==> src/rtl/trace_pkg.sv <==
// Shared constants and FSM state encoding for the side-channel trace capture block.
package trace_pkg;
    localparam int DEPTH_DEF = 32;
    localparam int WIDTH_DEF = 8;

    typedef enum logic [1:0] {
        IDLE    = 2'd0,
        ARMED   = 2'd1,
        CAPTURE = 2'd2,
        READOUT = 2'd3
    } state_t;
endpackage

==> src/rtl/trace_capture_if.sv <==
// Readout stream: the capture block presents samples, the consumer accepts them.
interface trace_capture_if #(
    parameter int WIDTH = 8
);
    logic [WIDTH-1:0] rd_data;
    logic             rd_valid;
    logic             rd_ready;

    modport master (output rd_data, output rd_valid, input rd_ready);
    modport slave  (input rd_data, input rd_valid, output rd_ready);
endinterface

==> src/rtl/trace_ram.sv <==
// Sample store: synchronous write, asynchronous read through a single shared address.
module trace_ram #(
    parameter int DEPTH = 32,
    parameter int WIDTH = 8,
    localparam int AW   = $clog2(DEPTH)
) (
    input  logic             clk,
    input  logic             we,
    input  logic [AW-1:0]    addr,
    input  logic [WIDTH-1:0] wdata,
    output logic [WIDTH-1:0] rdata
);
    logic [WIDTH-1:0] mem [DEPTH];

    always_ff @(posedge clk) begin
        if (we) mem[addr] <= wdata;
    end

    assign rdata = mem[addr];
endmodule

==> src/rtl/trace_capture.sv <==
// Captures one trace of leakage samples starting at round 0, then streams it out
// over a valid/ready port; strobes arriving during readout are flagged, not stored.
module trace_capture
    import trace_pkg::*;
#(
    parameter int DEPTH = DEPTH_DEF,
    parameter int WIDTH = WIDTH_DEF
) (
    input  logic                   clk,
    input  logic                   rst,
    input  logic                   arm,
    input  logic                   trig,
    input  logic                   sample_en,
    input  logic [WIDTH-1:0]       sample_in,
    trace_capture_if.master        rd,
    output logic                   busy,
    output logic                   done,
    output logic [$clog2(DEPTH):0] count,
    output logic                   missed
);
    localparam int AW = $clog2(DEPTH);
    localparam int CW = AW + 1;
    typedef logic [CW-1:0] cnt_t;
    localparam cnt_t FULL = cnt_t'(DEPTH);
    localparam cnt_t ONE  = cnt_t'(1);

    state_t           state, state_n;
    cnt_t             rd_idx, rd_idx_n, count_n;
    logic             missed_n, done_n, we, hs, rd_valid_q;
    logic [AW-1:0]    addr;
    logic [WIDTH-1:0] rdata;

    assign hs = rd_valid_q && rd.rd_ready;

    always_comb begin
        state_n  = state;
        count_n  = count;
        rd_idx_n = rd_idx;
        missed_n = missed;
        done_n   = 1'b0;
        we       = 1'b0;
        case (state)
            IDLE: begin
                // A trig coinciding with arm is deliberately not captured.
                if (arm) begin
                    state_n  = ARMED;
                    count_n  = '0;
                    rd_idx_n = '0;
                    missed_n = 1'b0;
                end
            end
            ARMED: begin
                if (trig && sample_en) begin
                    we      = 1'b1;
                    count_n = ONE;
                    state_n = CAPTURE;
                end
            end
            CAPTURE: begin
                if (sample_en) begin
                    we      = 1'b1;
                    count_n = count + ONE;
                    if (count_n == FULL) begin
                        state_n  = READOUT;
                        rd_idx_n = '0;
                    end
                end
            end
            READOUT: begin
                if (sample_en) missed_n = 1'b1;
                if (hs) begin
                    rd_idx_n = rd_idx + ONE;
                    if (rd_idx_n == count) begin
                        state_n = IDLE;
                        done_n  = 1'b1;
                    end
                end
            end
            default: state_n = IDLE;
        endcase
    end

    always_ff @(posedge clk) begin
        if (rst) begin
            state      <= IDLE;
            count      <= '0;
            rd_idx     <= '0;
            missed     <= 1'b0;
            done       <= 1'b0;
            busy       <= 1'b0;
            rd_valid_q <= 1'b0;
        end else begin
            state      <= state_n;
            count      <= count_n;
            rd_idx     <= rd_idx_n;
            missed     <= missed_n;
            done       <= done_n;
            busy       <= (state_n != IDLE);
            rd_valid_q <= (state_n == READOUT);
        end
    end

    // In ARMED count is 0, so the write index is simply count outside READOUT.
    assign addr = (state == READOUT) ? rd_idx[AW-1:0] : count[AW-1:0];

    trace_ram #(.DEPTH(DEPTH), .WIDTH(WIDTH)) u_ram (
        .clk   (clk),
        .we    (we),
        .addr  (addr),
        .wdata (sample_in),
        .rdata (rdata)
    );

    assign rd.rd_data  = rdata;
    assign rd.rd_valid = rd_valid_q;
endmodule

==> src/flat_wrapper.sv <==
// flat-port wrapper written by rule: the top's interface ports become plain ports
module trace_capture_flat import trace_pkg::*;
#(
    parameter int DEPTH = DEPTH_DEF,
    parameter int WIDTH = WIDTH_DEF
)
  (clk, rst, arm, trig, sample_en, sample_in, busy, done, count, missed, rd_rd_data, rd_rd_valid, rd_rd_ready);
  trace_capture_if #(.WIDTH(WIDTH)) rd_i ();
  input  logic clk;
  input  logic rst;
  input  logic arm;
  input  logic trig;
  input  logic sample_en;
  input  logic [WIDTH-1:0] sample_in;
  output logic busy;
  output logic done;
  output logic [$clog2(DEPTH):0] count;
  output logic missed;
  output wire logic [$bits(rd_i.rd_data)-1:0] rd_rd_data;
  output wire logic [$bits(rd_i.rd_valid)-1:0] rd_rd_valid;
  input wire logic [$bits(rd_i.rd_ready)-1:0] rd_rd_ready;
  assign rd_rd_data = rd_i.rd_data;
  assign rd_rd_valid = rd_i.rd_valid;
  assign rd_i.rd_ready = rd_rd_ready;
  trace_capture #(.DEPTH(DEPTH), .WIDTH(WIDTH)) u_core (.clk(clk), .rst(rst), .arm(arm), .trig(trig), .sample_en(sample_en), .sample_in(sample_in), .rd(rd_i), .busy(busy), .done(done), .count(count), .missed(missed));
endmodule
==> config.mk <==
export PLATFORM = sky130hd
export DESIGN_NAME = trace_capture_flat
export DESIGN_NICKNAME = d
export VERILOG_FILES = /design/src/rtl/trace_pkg.sv /design/src/rtl/trace_capture_if.sv /design/src/rtl/trace_ram.sv /design/src/rtl/trace_capture.sv /design/src/flat_wrapper.sv
export SDC_FILE = /design/constraint.sdc
export NUM_CORES = 1
export LEC_CHECK = 0
export ABC_CLOCK_PERIOD_IN_PS = 8700
export CAP_MARGIN = 25
export CORE_UTILIZATION = 45
export CTS_BUF_LIST = sky130_fd_sc_hd__clkbuf_8
export CTS_CLUSTER_DIAMETER = 150
export DETAILED_ROUTE_END_ITERATION = 10
export GPL_TIMING_DRIVEN = 0
export MAX_ROUTING_LAYER = met4
export REMOVE_ABC_BUFFERS = 1
export SKIP_LAST_GASP = 1
export SLEW_MARGIN = 25
export SYNTH_ARGS = -nofsm -noshare
export SYNTH_HDL_FRONTEND = slang
export SYNTH_SLANG_ARGS = --single-unit
==> constraint.sdc <==
create_clock -name clk -period 8.7 [get_ports clk]
set_clock_uncertainty 0.15 [all_clocks]
set_input_delay 2.61 -clock clk [delete_from_list [all_inputs] [get_ports clk]]
set_output_delay 2.61 -clock clk [all_outputs]
set_load 0.02 [all_outputs]
==> impl_metrics.toml <==
[final_layout]
diodes = 0
stdcell_area_mm2 = 0.0126
drive_gt1_share_pct = 21.5
area_growth_pct = 13.2
final_nets = 680

[clocking]
clock_sinks = 274
post_cts_buffers = 0
h-tree-depth = 2
clkLatencyLatePin_ps = 540
ctsResizeCount = 0
cts_buffers = 45
ctsHoldBuffers = 0
clockBufferDepth = 3
clockRootBuffer = "clkbuf_8"
clk_pin_slew_ps = 60
cts_tree = "yes"

[floorplan]
die_area_mm2 = 0.0254
io_pins = 32
die-width_um = 159
std_cell_rows = 57
core-area_mm2 = 0.0243
start_util_pct = 45.8
dieHeight_um = 159

[logic_synthesis]
ys_warn_count = 0
synth_top_area_cell = "edfxtp_1"
synth-seq-cells = 274
synth.yosys.seq_area_share_pct = 72.3
avgSynthCellArea_um2 = 18.6
netlist_instances = 600
async_reset_ff_share_pct = 0
synth_edf_count = 256
ys.flop_type = "edfxtp_1"
synth.distinct_cells = 55
synthTopCellsByArea = "edfxtp_1, mux4_2, dfxtp_1"
synth_top_area_share_pct = 69.0
syn_area_mm2 = 0.0111

[global_route]
overflow = 0
first_global_vias = 6047
grt_first_pass_wirelength_um = 36300
grt_start_max_net_pins = 35
grt_usage_pct = 20.1
antenna_found_initial = 0

[setup_path]
worstSetupPathType = "register to output pin"
crit_family = "multiplexers"
arrival_ps = 4570
startpoint_type = "register"
crit_chain = "ha_1 > mux2i_4 > buf_8 > buf_8 > mux4_2 > a22oi_1 > nand4_1 > clkdlybuf4s50_1"
cp_data_required_time_ps = 5940
crit_path_max_fanout = 22
critPathBufInv = 3
slowest_delay_ps = 890
cp_slowest_cell = "ha_1"
critPathMostFrequentCell = "buf_8"
endpoint_kind = "output pin"
r2r_slack_ps = 4860

[placement]
dp_hpwl_um = 15100
dpl-instance-area_mm2 = 0.0118
routabilityCongestion = 0.790
port_buffers = 31

[sta]
finalSetupViolCount = 0
worst_slew_pin_slew_ps = 1060
maxSlewViolCount = 0
hold_slack_ps = 386
finalHoldViolCount = 0
rsz0062_at_grt = "no"
slew_headroom_pct = 29.5
layout_worst_path_cycle_share_pct = 84.3
fin_crit_ps = 7330
tns_ps = 0
clock.fmax_mhz = 136

[power]
total_power_mw = 2.57
cellLeakagePower_nw = 3.97
vdd_drop_max_uv = 130
cellPowerDensity_mw_per_mm2 = 204

[routing]
drc = 0
first_pass_iters = 5
ant_nets = 0
wl_per_cell_um = 23.6
wl_um = 24000
vias_per_cell = 5.74
drt_iter0_drc = 426
vias = 5835

[outcome]
status = "complete, no violations"

[run]
max_cap_violations = 0

[worst_hold_path]
min_path_type = "register to register"
## final timing paths
check                           depth (start not counted)                 endpoint       startpoint
worst max register to register                          5  u_core.u_ram.mem[15][7]  u_core.state[0]
worst min-delay path                                    2          u_core.count[5]  u_core.count[5]
worst max-delay path                                    8            rd_rd_data[5]  u_core.state[0]
worst min register to register                          2          u_core.count[5]  u_core.count[5]
## cells in the mapped netlist, types with 2 or more instances
cell,number
a2111oi_4,2
a21boi_0,2
a21oi_1,14
a21oi_2,4
a22oi_1,32
and2_1,2
and3_1,3
buf_2,13
buf_4,3
buf_6,5
clkbuf_1,4
dfxtp_1,18
edfxtp_1,256
ha_1,7
inv_1,9
mux2_2,3
mux2i_1,2
mux4_2,64
nand2_1,27
nand2b_1,7
nand3_1,6
nand3_2,2
nand3b_1,3
nand4_1,11
nor2_1,50
nor2b_1,4
nor3_1,3
o21a_1,2
o21ai_0,8
o22ai_1,2
o32ai_1,3
xnor2_1,5
xor2_1,2
## state kept, by name, summed over array words and instances (netlist names)
signal,count
u_core.busy,1
u_core.count,6
u_core.done,1
u_core.missed,1
u_core.rd.rd_valid,1
u_core.rd_idx,6
u_core.state,2
u_core.u_ram.mem,256
## layout make-up
class / count / area (µm²)
Clock inverter: 33 / 156
Fill cell: 1974 / 11700
Tap cell: 324 / 405
Multi-Input combinational cell: 290 / 2910
Inverter: 10 / 37.5
Clock buffer: 47 / 647
Sequential cell: 274 / 8050
Timing Repair Buffer: 38 / 405
## through the flow
stage | std cells | util [%] | worst slack (ps)
global placement | 929 | 48.1 | -5840
finish | 1016 | 51.8 | 1370
global route | 1016 | 51.8 | 1030
CTS | 1016 | 51.8 | 1370
floorplan | 574 | - | -2150
detailed placement | 936 | 48.5 | 1950
## cells in the final DEF (no fill, tap or decap), types with 2 or more instances in the layout
| cell | n |
|---|---|
| nor2_1 | 50 |
| nand3b_1 | 3 |
| nand2_1 | 27 |
| edfxtp_1 | 256 |
| o32ai_1 | 3 |
| a2111oi_4 | 2 |
| clkbuf_8 | 47 |
| nand2b_1 | 7 |
| and2_1 | 2 |
| dfxtp_1 | 18 |
| mux4_2 | 64 |
| a21oi_1 | 14 |
| nor2b_1 | 4 |
| o21a_1 | 2 |
| mux2_2 | 2 |
| ha_1 | 7 |
| buf_16 | 2 |
| and3_1 | 3 |
| nor3_1 | 3 |
| clkdlybuf4s50_1 | 23 |
| a21boi_0 | 2 |
| xnor2_1 | 5 |
| nand4_1 | 11 |
| buf_2 | 8 |
| inv_1 | 33 |
| a21oi_2 | 4 |
| buf_8 | 4 |
| xor2_1 | 2 |
| nand3_2 | 2 |
| a22oi_1 | 32 |
| clkinv_1 | 6 |
| o21ai_0 | 8 |
| nand3_1 | 6 |
| o22ai_1 | 2 |
## kinds of logic after synthesis
group	share of synthesized area [%]
fa+ha+maj	0.786
xor+xnor	0.551
flops	72.3
mux	13.4
compound gates	5.81
simple gates	5.37
buf+inv	1.80
## power breakdown
group	total (mW)	switching [mW]	internal (mW)
Sequential	1.45	0.00335	1.44
Combinational	0.121	0.0725	0.0486
Clock	1.01	0.479	0.527
Total	2.57	0.555	2.02
## metal layers
layer / GRT usage [%] / share of wire [%] / wire length (µm)
met5: - / 0 / 0
met4: 4.85 / 1.7 / 411
met3: 4.85 / 6.1 / 1470
met2: 32.5 / 50 / 12100
met1: 25.6 / 42 / 10000
## worst min-delay path, delay by kind of cell, from the launching register on
kind | cells | cell delay, ps
AND/OR/NAND/NOR | 1 | 80
flip-flops | 1 | 360
AO/OA/AOI/OAI | 1 | 50
No activity file was read; power rests on OpenSTA's default activity.
